**src/rtl/aram_slot_scheduler_pkg.sv**
```systemverilog
// Shared constants, owner encoding and slot helpers for the audio-RAM slot scheduler.
package aram_sched_pkg;

    localparam int N_VOICES       = 8;
    localparam int ADDR_W         = 16;
    localparam int VOICE_SLOT_LEN = 4;

    typedef enum logic [1:0] {
        OWN_CPU   = 2'd0,
        OWN_VOICE = 2'd1,
        OWN_ECHO  = 2'd2,
        OWN_SRC   = 2'd3
    } owner_e;

    localparam logic [5:0] VOICE_BASE  = 6'd62;
    localparam logic [5:0] ECHO_FIRST  = 6'd33;
    localparam logic [5:0] ECHO_LAST   = 6'd40;
    localparam logic [5:0] SRC_FIRST   = 6'd41;
    localparam logic [5:0] SRC_LAST    = 6'd46;
    localparam logic [5:0] SAMPLE_STEP = 6'd63;

    // Six-bit addition wraps modulo 64, so voice 0 starts at 62.
    function automatic logic [5:0] voice_start(input logic [2:0] v);
        return VOICE_BASE + {1'b0, v, 2'b00};
    endfunction

endpackage

```
**src/rtl/aram_slot_scheduler_if.sv**
```systemverilog
// CPU request/ack channel and the single audio-RAM port, bundled for the scheduler.
interface aram_slot_scheduler_if;

    // cpu_req is held with stable addr/we/wdata until cpu_ack pulses for one
    // cycle; cpu_rdata is valid with cpu_ack, and no new grant happens while ack is high.
    logic                            cpu_req;
    logic [aram_sched_pkg::ADDR_W-1:0] cpu_addr;
    logic                            cpu_we;
    logic [7:0]                      cpu_wdata;
    logic                            cpu_ack;
    logic [7:0]                      cpu_rdata;

    logic [aram_sched_pkg::ADDR_W-1:0] ram_address;
    logic [7:0]                      ram_wdata;
    logic                            ram_write_enable;
    logic [7:0]                      ram_data;

    modport master (
        output cpu_req, cpu_addr, cpu_we, cpu_wdata, ram_data,
        input  cpu_ack, cpu_rdata, ram_address, ram_wdata, ram_write_enable
    );

    modport slave (
        input  cpu_req, cpu_addr, cpu_we, cpu_wdata, ram_data,
        output cpu_ack, cpu_rdata, ram_address, ram_wdata, ram_write_enable
    );

endinterface

```
**src/rtl/aram_slot_scheduler_decode.sv**
```systemverilog
// Combinational map from schedule step to RAM owner and voice index.
module aram_slot_decode
    import aram_sched_pkg::*;
(
    input  logic [5:0]          step,
    input  logic [N_VOICES-1:0] voice_active,
    input  logic                enable,
    output owner_e              owner,
    output logic [2:0]          voice
);

    logic [5:0] rel;
    logic       in_voice;

    always_comb begin
        // Rotate so voice slots occupy 0..31; voice index is then rel/4.
        rel      = step - VOICE_BASE;
        in_voice = (rel[5] == 1'b0);
        voice    = in_voice ? rel[4:2] : 3'd0;
        owner    = OWN_CPU;
        if (!enable) begin
            owner = OWN_CPU;
        end else if (in_voice) begin
            owner = voice_active[rel[4:2]] ? OWN_VOICE : OWN_CPU;
        end else if (step >= ECHO_FIRST && step <= ECHO_LAST) begin
            owner = OWN_ECHO;
        end else if (step >= SRC_FIRST && step <= SRC_LAST) begin
            owner = OWN_SRC;
        end
    end

endmodule

```
**src/rtl/aram_slot_scheduler.sv**
```systemverilog
// 64-step per-sample schedule and time-multiplexed audio-RAM port for the S-DSP.
module aram_slot_scheduler
    import aram_sched_pkg::*;
(
    input  logic                       clock,
    input  logic                       reset,
    input  logic                       enable,
    input  logic [N_VOICES-1:0]        voice_active,
    input  logic [N_VOICES*ADDR_W-1:0] voice_addr,
    input  logic [ADDR_W-1:0]          echo_addr,
    input  logic                       echo_we,
    input  logic [7:0]                 echo_wdata,
    input  logic [ADDR_W-1:0]          src_addr,
    aram_slot_scheduler_if.slave       bus,
    output logic [5:0]                 major_step,
    output logic [1:0]                 owner,
    output logic [2:0]                 current_voice,
    output logic [N_VOICES-1:0]        voice_advance,
    output logic [2:0]                 src_voice,
    output logic                       sample_strobe
);

    logic [5:0]          step_q, step_d;
    logic [2:0]          src_voice_q, src_voice_d;
    logic                started_q, started_d;
    logic [N_VOICES-1:0] adv_q, adv_d;
    logic                strobe_q, strobe_d;
    logic                ack_q, ack_d;
    logic [7:0]          rdata_q, rdata_d;

    owner_e     slot_owner;
    logic [2:0] slot_voice;
    logic       grant;

    // Until the first enabled edge the schedule has not begun, so the CPU owns the port.
    aram_slot_decode u_decode (
        .step         (step_q),
        .voice_active (voice_active),
        .enable       (enable & started_q),
        .owner        (slot_owner),
        .voice        (slot_voice)
    );

    always_comb begin
        grant = reset && (slot_owner == OWN_CPU) && bus.cpu_req && !ack_q;
        bus.ram_address      = '0;
        bus.ram_wdata        = '0;
        bus.ram_write_enable = 1'b0;
        case (slot_owner)
            OWN_VOICE: bus.ram_address = voice_addr[{slot_voice, 4'b0000} +: ADDR_W];
            OWN_ECHO: begin
                bus.ram_address      = echo_addr;
                bus.ram_wdata        = echo_wdata;
                bus.ram_write_enable = echo_we;
            end
            OWN_SRC: bus.ram_address = src_addr;
            default: begin
                if (grant) begin
                    bus.ram_address      = bus.cpu_addr;
                    bus.ram_wdata        = bus.cpu_wdata;
                    bus.ram_write_enable = bus.cpu_we;
                end
            end
        endcase
    end

    always_comb begin
        step_d      = enable ? step_q + 6'd1 : step_q;
        started_d   = started_q | enable;
        src_voice_d = (enable && started_q && step_q == SAMPLE_STEP) ? src_voice_q + 3'd1
                                                                     : src_voice_q;
        for (int v = 0; v < N_VOICES; v++) begin
            adv_d[v] = enable && (step_d == voice_start(3'(v)));
        end
        strobe_d = enable && (step_d == SAMPLE_STEP);
        ack_d    = grant;
        rdata_d  = (grant && !bus.cpu_we) ? bus.ram_data : rdata_q;
    end

    always_ff @(posedge clock or negedge reset) begin
        if (!reset) begin
            step_q      <= SAMPLE_STEP;
            src_voice_q <= 3'd0;
            started_q   <= 1'b0;
            adv_q       <= '0;
            strobe_q    <= 1'b0;
            ack_q       <= 1'b0;
            rdata_q     <= 8'd0;
        end else begin
            step_q      <= step_d;
            src_voice_q <= src_voice_d;
            started_q   <= started_d;
            adv_q       <= adv_d;
            strobe_q    <= strobe_d;
            ack_q       <= ack_d;
            rdata_q     <= rdata_d;
        end
    end

    assign major_step    = step_q;
    assign owner         = slot_owner;
    assign current_voice = slot_voice;
    assign voice_advance = adv_q & {N_VOICES{enable}};
    assign sample_strobe = strobe_q & enable;
    assign src_voice     = src_voice_q;
    assign bus.cpu_ack   = ack_q;
    assign bus.cpu_rdata = rdata_q;

endmodule

```
**src/flat_wrapper.sv**
```systemverilog
// flat-port wrapper written by rule: the top's interface ports become plain ports
module aram_slot_scheduler_flat import aram_sched_pkg::*;
  (clock, reset, enable, voice_active, voice_addr, echo_addr, echo_we, echo_wdata, src_addr, major_step, owner, current_voice, voice_advance, src_voice, sample_strobe, bus_cpu_req, bus_cpu_addr, bus_cpu_we, bus_cpu_wdata, bus_ram_data, bus_cpu_ack, bus_cpu_rdata, bus_ram_address, bus_ram_wdata, bus_ram_write_enable);
  aram_slot_scheduler_if bus_i ();
  input  logic clock;
  input  logic reset;
  input  logic enable;
  input  logic [N_VOICES-1:0] voice_active;
  input  logic [N_VOICES*ADDR_W-1:0] voice_addr;
  input  logic [ADDR_W-1:0] echo_addr;
  input  logic echo_we;
  input  logic [7:0] echo_wdata;
  input  logic [ADDR_W-1:0] src_addr;
  output logic [5:0] major_step;
  output logic [1:0] owner;
  output logic [2:0] current_voice;
  output logic [N_VOICES-1:0] voice_advance;
  output logic [2:0] src_voice;
  output logic sample_strobe;
  input wire logic [$bits(bus_i.cpu_req)-1:0] bus_cpu_req;
  input wire logic [$bits(bus_i.cpu_addr)-1:0] bus_cpu_addr;
  input wire logic [$bits(bus_i.cpu_we)-1:0] bus_cpu_we;
  input wire logic [$bits(bus_i.cpu_wdata)-1:0] bus_cpu_wdata;
  input wire logic [$bits(bus_i.ram_data)-1:0] bus_ram_data;
  output wire logic [$bits(bus_i.cpu_ack)-1:0] bus_cpu_ack;
  output wire logic [$bits(bus_i.cpu_rdata)-1:0] bus_cpu_rdata;
  output wire logic [$bits(bus_i.ram_address)-1:0] bus_ram_address;
  output wire logic [$bits(bus_i.ram_wdata)-1:0] bus_ram_wdata;
  output wire logic [$bits(bus_i.ram_write_enable)-1:0] bus_ram_write_enable;
  assign bus_i.cpu_req = bus_cpu_req;
  assign bus_i.cpu_addr = bus_cpu_addr;
  assign bus_i.cpu_we = bus_cpu_we;
  assign bus_i.cpu_wdata = bus_cpu_wdata;
  assign bus_i.ram_data = bus_ram_data;
  assign bus_cpu_ack = bus_i.cpu_ack;
  assign bus_cpu_rdata = bus_i.cpu_rdata;
  assign bus_ram_address = bus_i.ram_address;
  assign bus_ram_wdata = bus_i.ram_wdata;
  assign bus_ram_write_enable = bus_i.ram_write_enable;
  aram_slot_scheduler u_core (.clock(clock), .reset(reset), .enable(enable), .voice_active(voice_active), .voice_addr(voice_addr), .echo_addr(echo_addr), .echo_we(echo_we), .echo_wdata(echo_wdata), .src_addr(src_addr), .bus(bus_i), .major_step(major_step), .owner(owner), .current_voice(current_voice), .voice_advance(voice_advance), .src_voice(src_voice), .sample_strobe(sample_strobe));
endmodule
```
**config.mk**
```make
export PLATFORM = sky130hd
export DESIGN_NAME = aram_slot_scheduler_flat
export DESIGN_NICKNAME = d
export VERILOG_FILES = /design/src/rtl/aram_slot_scheduler_pkg.sv /design/src/rtl/aram_slot_scheduler_if.sv /design/src/rtl/aram_slot_scheduler_decode.sv /design/src/rtl/aram_slot_scheduler.sv /design/src/flat_wrapper.sv
export SDC_FILE = /design/constraint.sdc
export NUM_CORES = 1
export LEC_CHECK = 0
export ABC_AREA = 1
export BUFFER_PORTS_ARGS = -buffer_cell sky130_fd_sc_hd__buf_4
export CORE_AREA = 2 2 106 108
export DETAILED_ROUTE_END_ITERATION = 10
export DIE_AREA = 0 0 108 110
export PLACE_DENSITY = 0.72
export SYNTH_ARGS = -nofsm -noshare
export SYNTH_HDL_FRONTEND = slang
export SYNTH_SLANG_ARGS = --single-unit
```
**constraint.sdc**
```tcl
create_clock -name clock -period 5.75 [get_ports clock]
set_input_delay 0.2875 -clock clock [delete_from_list [all_inputs] [get_ports clock]]
set_output_delay 0.2875 -clock clock [all_outputs]
set_load 0.03 [all_outputs]
```
[After elaboration in Yosys (flattened, before gate mapping)]
Index checks and enable logic that the tools add are counted.
Cells by class
  $add $sub $neg: 3
  magnitude comparators: 5
  equal/unequal tests: 13
  shifts and indexed selects: 1
  muxes and demuxes: 15
  bitwise gates (word level): 4
  reduce and logical (&&, ||, !) cells: 21
Operators by type and width (count)
  $shiftx 128x8->16: 1
  $pmux 16 s3: 1
  $eq 6x5->1 const B: 3
  $eq 6x6->1 const B: 3
  $logic_and 1x1->1: 17
  $mux 16: 1
  $pmux 8 s2: 1
  $eq 6x4->1 const B: 2
  $ge 6x6->1 const B: 2
  $le 6x6->1 const B: 2
  $and 8x8->8: 1
  $mux 2: 4
  $mux 8: 1
  $add 6x1->6 const B: 1
  $eq 6x2->1 const B: 1
  $eq 6x3->1 const B: 1
  $mux 6: 1
  $sub 6x6->6 const B: 1
  $eq 2x2->1 const B: 2
  $lt 3x4->1 const B: 1
  $add 3x1->3 const B: 1
  $bmux 1 s3: 1
  $mux 1: 3
  $mux 3: 1
  other kinds (7): 9
Word-level totals
  register bits: 28
  input bits: 214
  output and inout bits: 57
  word-level logic and storage cells: 69

[Logic depth before layout (Yosys ltp)]
  depth in word-level cells: 12
  mapped depth: 15
  mapped depth without buffers: 15

[By module]
Synthesis repeated with hierarchy kept, for this count alone.
Unflattened totals
  cells, all modules: 719
  area total of the unflattened synthesis: 3718.6 um^2
Modules (own cells, without submodules)
  aram_slot_scheduler: instances 1, cells each 652, area each 3414.5 um^2, sequential area each 708.2 um^2
  aram_slot_decode: instances 1, cells each 67, area each 304.0 um^2, sequential area each 0.0 um^2

[Worst setup path before layout]
OpenSTA, ideal clock, no wires.
  path kind: reg-to-output
  from: reg u_core.step_q[2], in the netlist u_core.major_step[2]
  to: out bus_ram_address[13]
  arrival: 2.299 ns
  data required time: 5.463 ns
  setup slack: 3.163 ns
  stages on the path, launching flop included: 14
  buffers on the path: 3
  path through: dfstp_2 ha_1 buf_4 nand2_1 nand2_1 nand2_1 nand3_1 nand3_1 buf_2 nand3_4 buf_6 nor2_2 nor2_1 nand3_1
On the way
  word-level cells in the longest chain between the ends: 12
  elaborated cells on any way between the ends: 25
  those cells by class: add/sub (1); order compare (4); eq/ne (3); shift (1); mux (10); reduce/logical (6)
RTL lines
  start: declaration: line aram_slot_scheduler.sv:23  | logic [5:0] step_q, step_d;
  start signal: assignment: line aram_slot_scheduler.sv:90  | step_q <= step_d;
  $sub 6x6->6 (tied with other cells): line aram_slot_scheduler_decode.sv:17  | rel = step - VOICE_BASE;
  $bmux 1 s3 or $logic_and 1x1->1 (tied branches): line aram_slot_scheduler_decode.sv:24, aram_slot_scheduler_decode.sv:27
  $mux 1 (not written as such) or $mux 2 (tied branches): line aram_slot_scheduler_decode.sv:24, aram_slot_scheduler_decode.sv:27
  $mux 1 or $mux 2 (tied branches): line aram_slot_scheduler_decode.sv:24, aram_slot_scheduler_decode.sv:25
  $mux 2: line aram_slot_scheduler_decode.sv:23  | end else if (in_voice) begin
  $mux 2: line aram_slot_scheduler_decode.sv:21  | if (!enable) begin
  $logic_not 2->1: line aram_slot_scheduler.sv:45  | grant = reset && (slot_owner == OWN_CPU) && bus.cpu_req && !ack_q;
  $logic_and 1x1->1 (3 in a row): line aram_slot_scheduler.sv:45
  $mux 16: line aram_slot_scheduler.sv:58  | if (grant) begin
  $pmux 16 s3 *: line aram_slot_scheduler.sv:49  | case (slot_owner)
  end: declaration: line flat_wrapper.sv:27  | output wire logic [$bits(bus_i.ram_address)-1:0] bus_ram_address;
Mark *: on every way between the ends. The rest lies on a longest branch, timed or not. The select of a mux whose other input is x is not followed.

[Worst setup path after layout]
Same ends and word-level chain as after synthesis.

==> flow_summary.ini <==
[setup_path]
r2r_end = u_core.bus.cpu_rdata[4]
cp.arrival_ps = 3970
rrSetupSlack_ps = 2510
critical_path_class = flop to output pin
crit_required_ps = 5460
critPathLaunchType = flop
crit_fanout = 51
worst_r2r_path_depth = 12
endpoint_kind = output pin
rr_startpoint = u_core.major_step[1]

[timing]
holdWs_ps = 267.7
final-setup-viol-count = 0
rsz0062_at_grt = no
timing.setup.tns_ps = 0
fin_worst_skew_ps = 2.010
fmax_mhz = 235.0
slew_headroom_pct = 43.54
hold_viol = 0
worst_pin_slew_ps = 846.0
layout_min_cycle_time_ps = 4255
slew_violations = 0
fin_crit_sh_pct = 74.00

[synthesis]
yosys_warnings = 0
syn_inst = 706
ys_seq_area_share_pct = 18.51
synth-seq-cells = 28
synth_cell_type_count = 32
synth_area_um2 = 3826
syn_nets = 925
syn_area_per_cell_um2 = 5.420

[floorplanning]
coreArea_um2 = 10700
initial_core_util_pct = 35.77
rows = 38
die_area_um2 = 11880
die_x_um = 108
die_h_um = 110
ioPinCount = 271

[power_and_ir_drop]
p_seq_share_pct = 10.0
p_leak_nw = 3.698
switchingPower_mw = 2.057
power_mw = 3.353
swShare_pct = 61.37
vdd_drop_max_v = 0.0003772
pwr-share-clk_pct = 4.5
combPwrFrac_pct = 85.5
powerDensity_nw_per_um2 = 562.8
p_int_mw = 1.295

[cells_and_area]
syn_to_final_growth_pct = 55.69
regArea_um2 = 708.2
diodes = 0
drive_gt1_share_pct = 33.44
final_cells = 1088
final_nets = 1168
fill_cells = 1143
multi_input_area_um2 = 2312
final_area_um2 = 5957

[clock_network]
clock-sinks = 28
postCtsSetupRepairBufs = 0
cts_tree = done
clock_latency_ps = 270
h-tree-depth = 1
cts_resized = 0
clk_path_buf_depth = 2
clk_pin_slew_ps = 90
hold_buffers = 1
root_buffer = clkbuf_8
cts_made_buffers = 3

[placement]
gp_congestion = 0.9117
post_dp_cell_area_um2 = 5876
dp_hpwl_mm = 12.66
port_buffers = 270
dp.cells = 1083

[route]
via_per_inst = 4.726
wl_per_cell_um = 14.37
drc = 0
num_vias = 5142
wl_mm = 15.63
first_iter_violations = 368
ant_nets = 0
drtPass1Iterations = 5

[global_route]
track_usage_pct = 24.72
grt_pass1_vias = 4682
antenna_found_initial = 0
overflow = 0
grt_pass1_wl_mm = 23.00
grt_max_degree = 52

[hold_path]
holdPathEnd = u_core.bus.cpu_rdata[7]
hold_path_depth = 3
holdCritStartpoint = bus_ram_data[7]
hold_class = input port to flop

[status]
outcome = finished clean

[flow_run]
cap_violations = 0
[through the flow]
| step | worst slack (ps) | utilization (%) |
|---|---|---|
| floorplan | 3163 | - |
| global placement | 1945 | 54.92 |
| detailed placement | 1871 | 54.92 |
| CTS | 1538 | 55.68 |
| global route | 1098 | 55.68 |
| finish | 1495 | 55.68 |
[cell usage after synthesis (all sizes together)]
cell type / number / area share (%)
and3: 1 / 0.16
nor4: 1 / 0.16
o21ai: 18 / 2.4
xnor2: 1 / 0.23
dfstp: 6 / 4.1
nand4: 18 / 2.9
nand2: 175 / 18
nor2: 76 / 8.6
or2: 2 / 0.33
inv: 166 / 16
dfrtp: 22 / 14
nand3: 138 / 19
clkbuf: 12 / 1.2
nand3b: 16 / 3.1
o22ai: 1 / 0.33
buf: 24 / 3.7
xor2: 3 / 0.69
mux2: 1 / 0.29
o21a: 1 / 0.20
a21oi: 17 / 2.5
ha: 5 / 1.6
clkinv: 2 / 0.20
[how the worst max path moves through the flow]
stage	startpoint	end	slack (ps)	cells past startpoint
after floorplan	u_core.major_step[2]	bus_ram_address[13]	3160	13
after global placement	u_core.major_step[2]	bus_ram_address[13]	1950	13
after detailed placement	u_core.major_step[1]	bus_ram_address[13]	1870	13
after CTS	u_core.major_step[2]	bus_ram_address[13]	1540	13
after global routing	u_core.major_step[2]	bus_ram_address[13]	1100	13
final	u_core.major_step[2]	bus_ram_address[13]	1490	13
[flip-flops by register name (all words and copies together) (netlist names)]
register / flops
u_core.major_step: 6
u_core.started_q: 1
u_core.bus.cpu_ack: 1
u_core.adv_q: 8
u_core.bus.cpu_rdata: 8
u_core.strobe_q: 1
u_core.src_voice: 3
[cell type report]
| cell class | count | share of cell area (%) |
|---|---|---|
| clock buffers | 3 | 0.6931 |
| clock inverters | 1 | 0.5041 |
| inverters | 168 | 10.59 |
| multi-input cells | 474 | 38.82 |
| flip-flops and latches | 28 | 11.89 |
| well taps | 140 | 2.941 |
| repair buffers | 274 | 34.57 |
[critical path, cell delays in order (launching register included)]
cell and delay, ps:
dfstp_2 590, ha_1 200, nand2_1 90, inv_2 80, nand2_1 50, nand2_1 510
nand2_2 680, inv_2 700, nand2_1 100, nand3_1 90, nand3_1 110, nand3_1 200
nand3_1 110, buf_4 180
[cell families (layout without fill, tap and decap cells)]
kind of cell / after synthesis / after routing / share of synthesized area (%)
compound gates: 37 / 37 / 5.396
xor+xnor: 4 / 4 / 0.9158
fa+ha+maj: 5 / 5 / 1.635
buf+inv: 204 / 446 / 21.32
flops: 28 / 28 / 18.51
mux: 1 / 1 / 0.2943
simple gates: 427 / 427 / 51.93
[power groups by stage]
| stage | sequential, mW | clock (mW) | combinational [mW] |
|---|---|---|---|
| floorplan | 0.418 | 0 | 1.95 |
| global placement | 0.333 | 0 | 2.86 |
| detailed placement | 0.333 | 0 | 2.87 |
| CTS | 0.332 | 0.154 | 2.88 |
| global route | 0.343 | 0.163 | 3.14 |
| finish | 0.334 | 0.152 | 2.87 |
[cell usage in the layout, fill, tap and decap left out, types with 7 or more instances in the layout]
cell type / count
buf_4: 273
nand2_1: 168
inv_1: 162
nand3_1: 134
nor2_1: 62
dfrtp_1: 22
nand4_1: 18
o21ai_0: 18
a21oi_1: 16
nand3b_1: 16
nor2_2: 12
nand2_2: 7
[routing by layer]
metal / global-route usage, % / share of wire (%)
met5: 0 / 0
met4: 9.524 / 3.3
met3: 5.761 / 9.3
met2: 45.55 / 51
met1: 27.61 / 37
(Power assumes the default switching activity.)
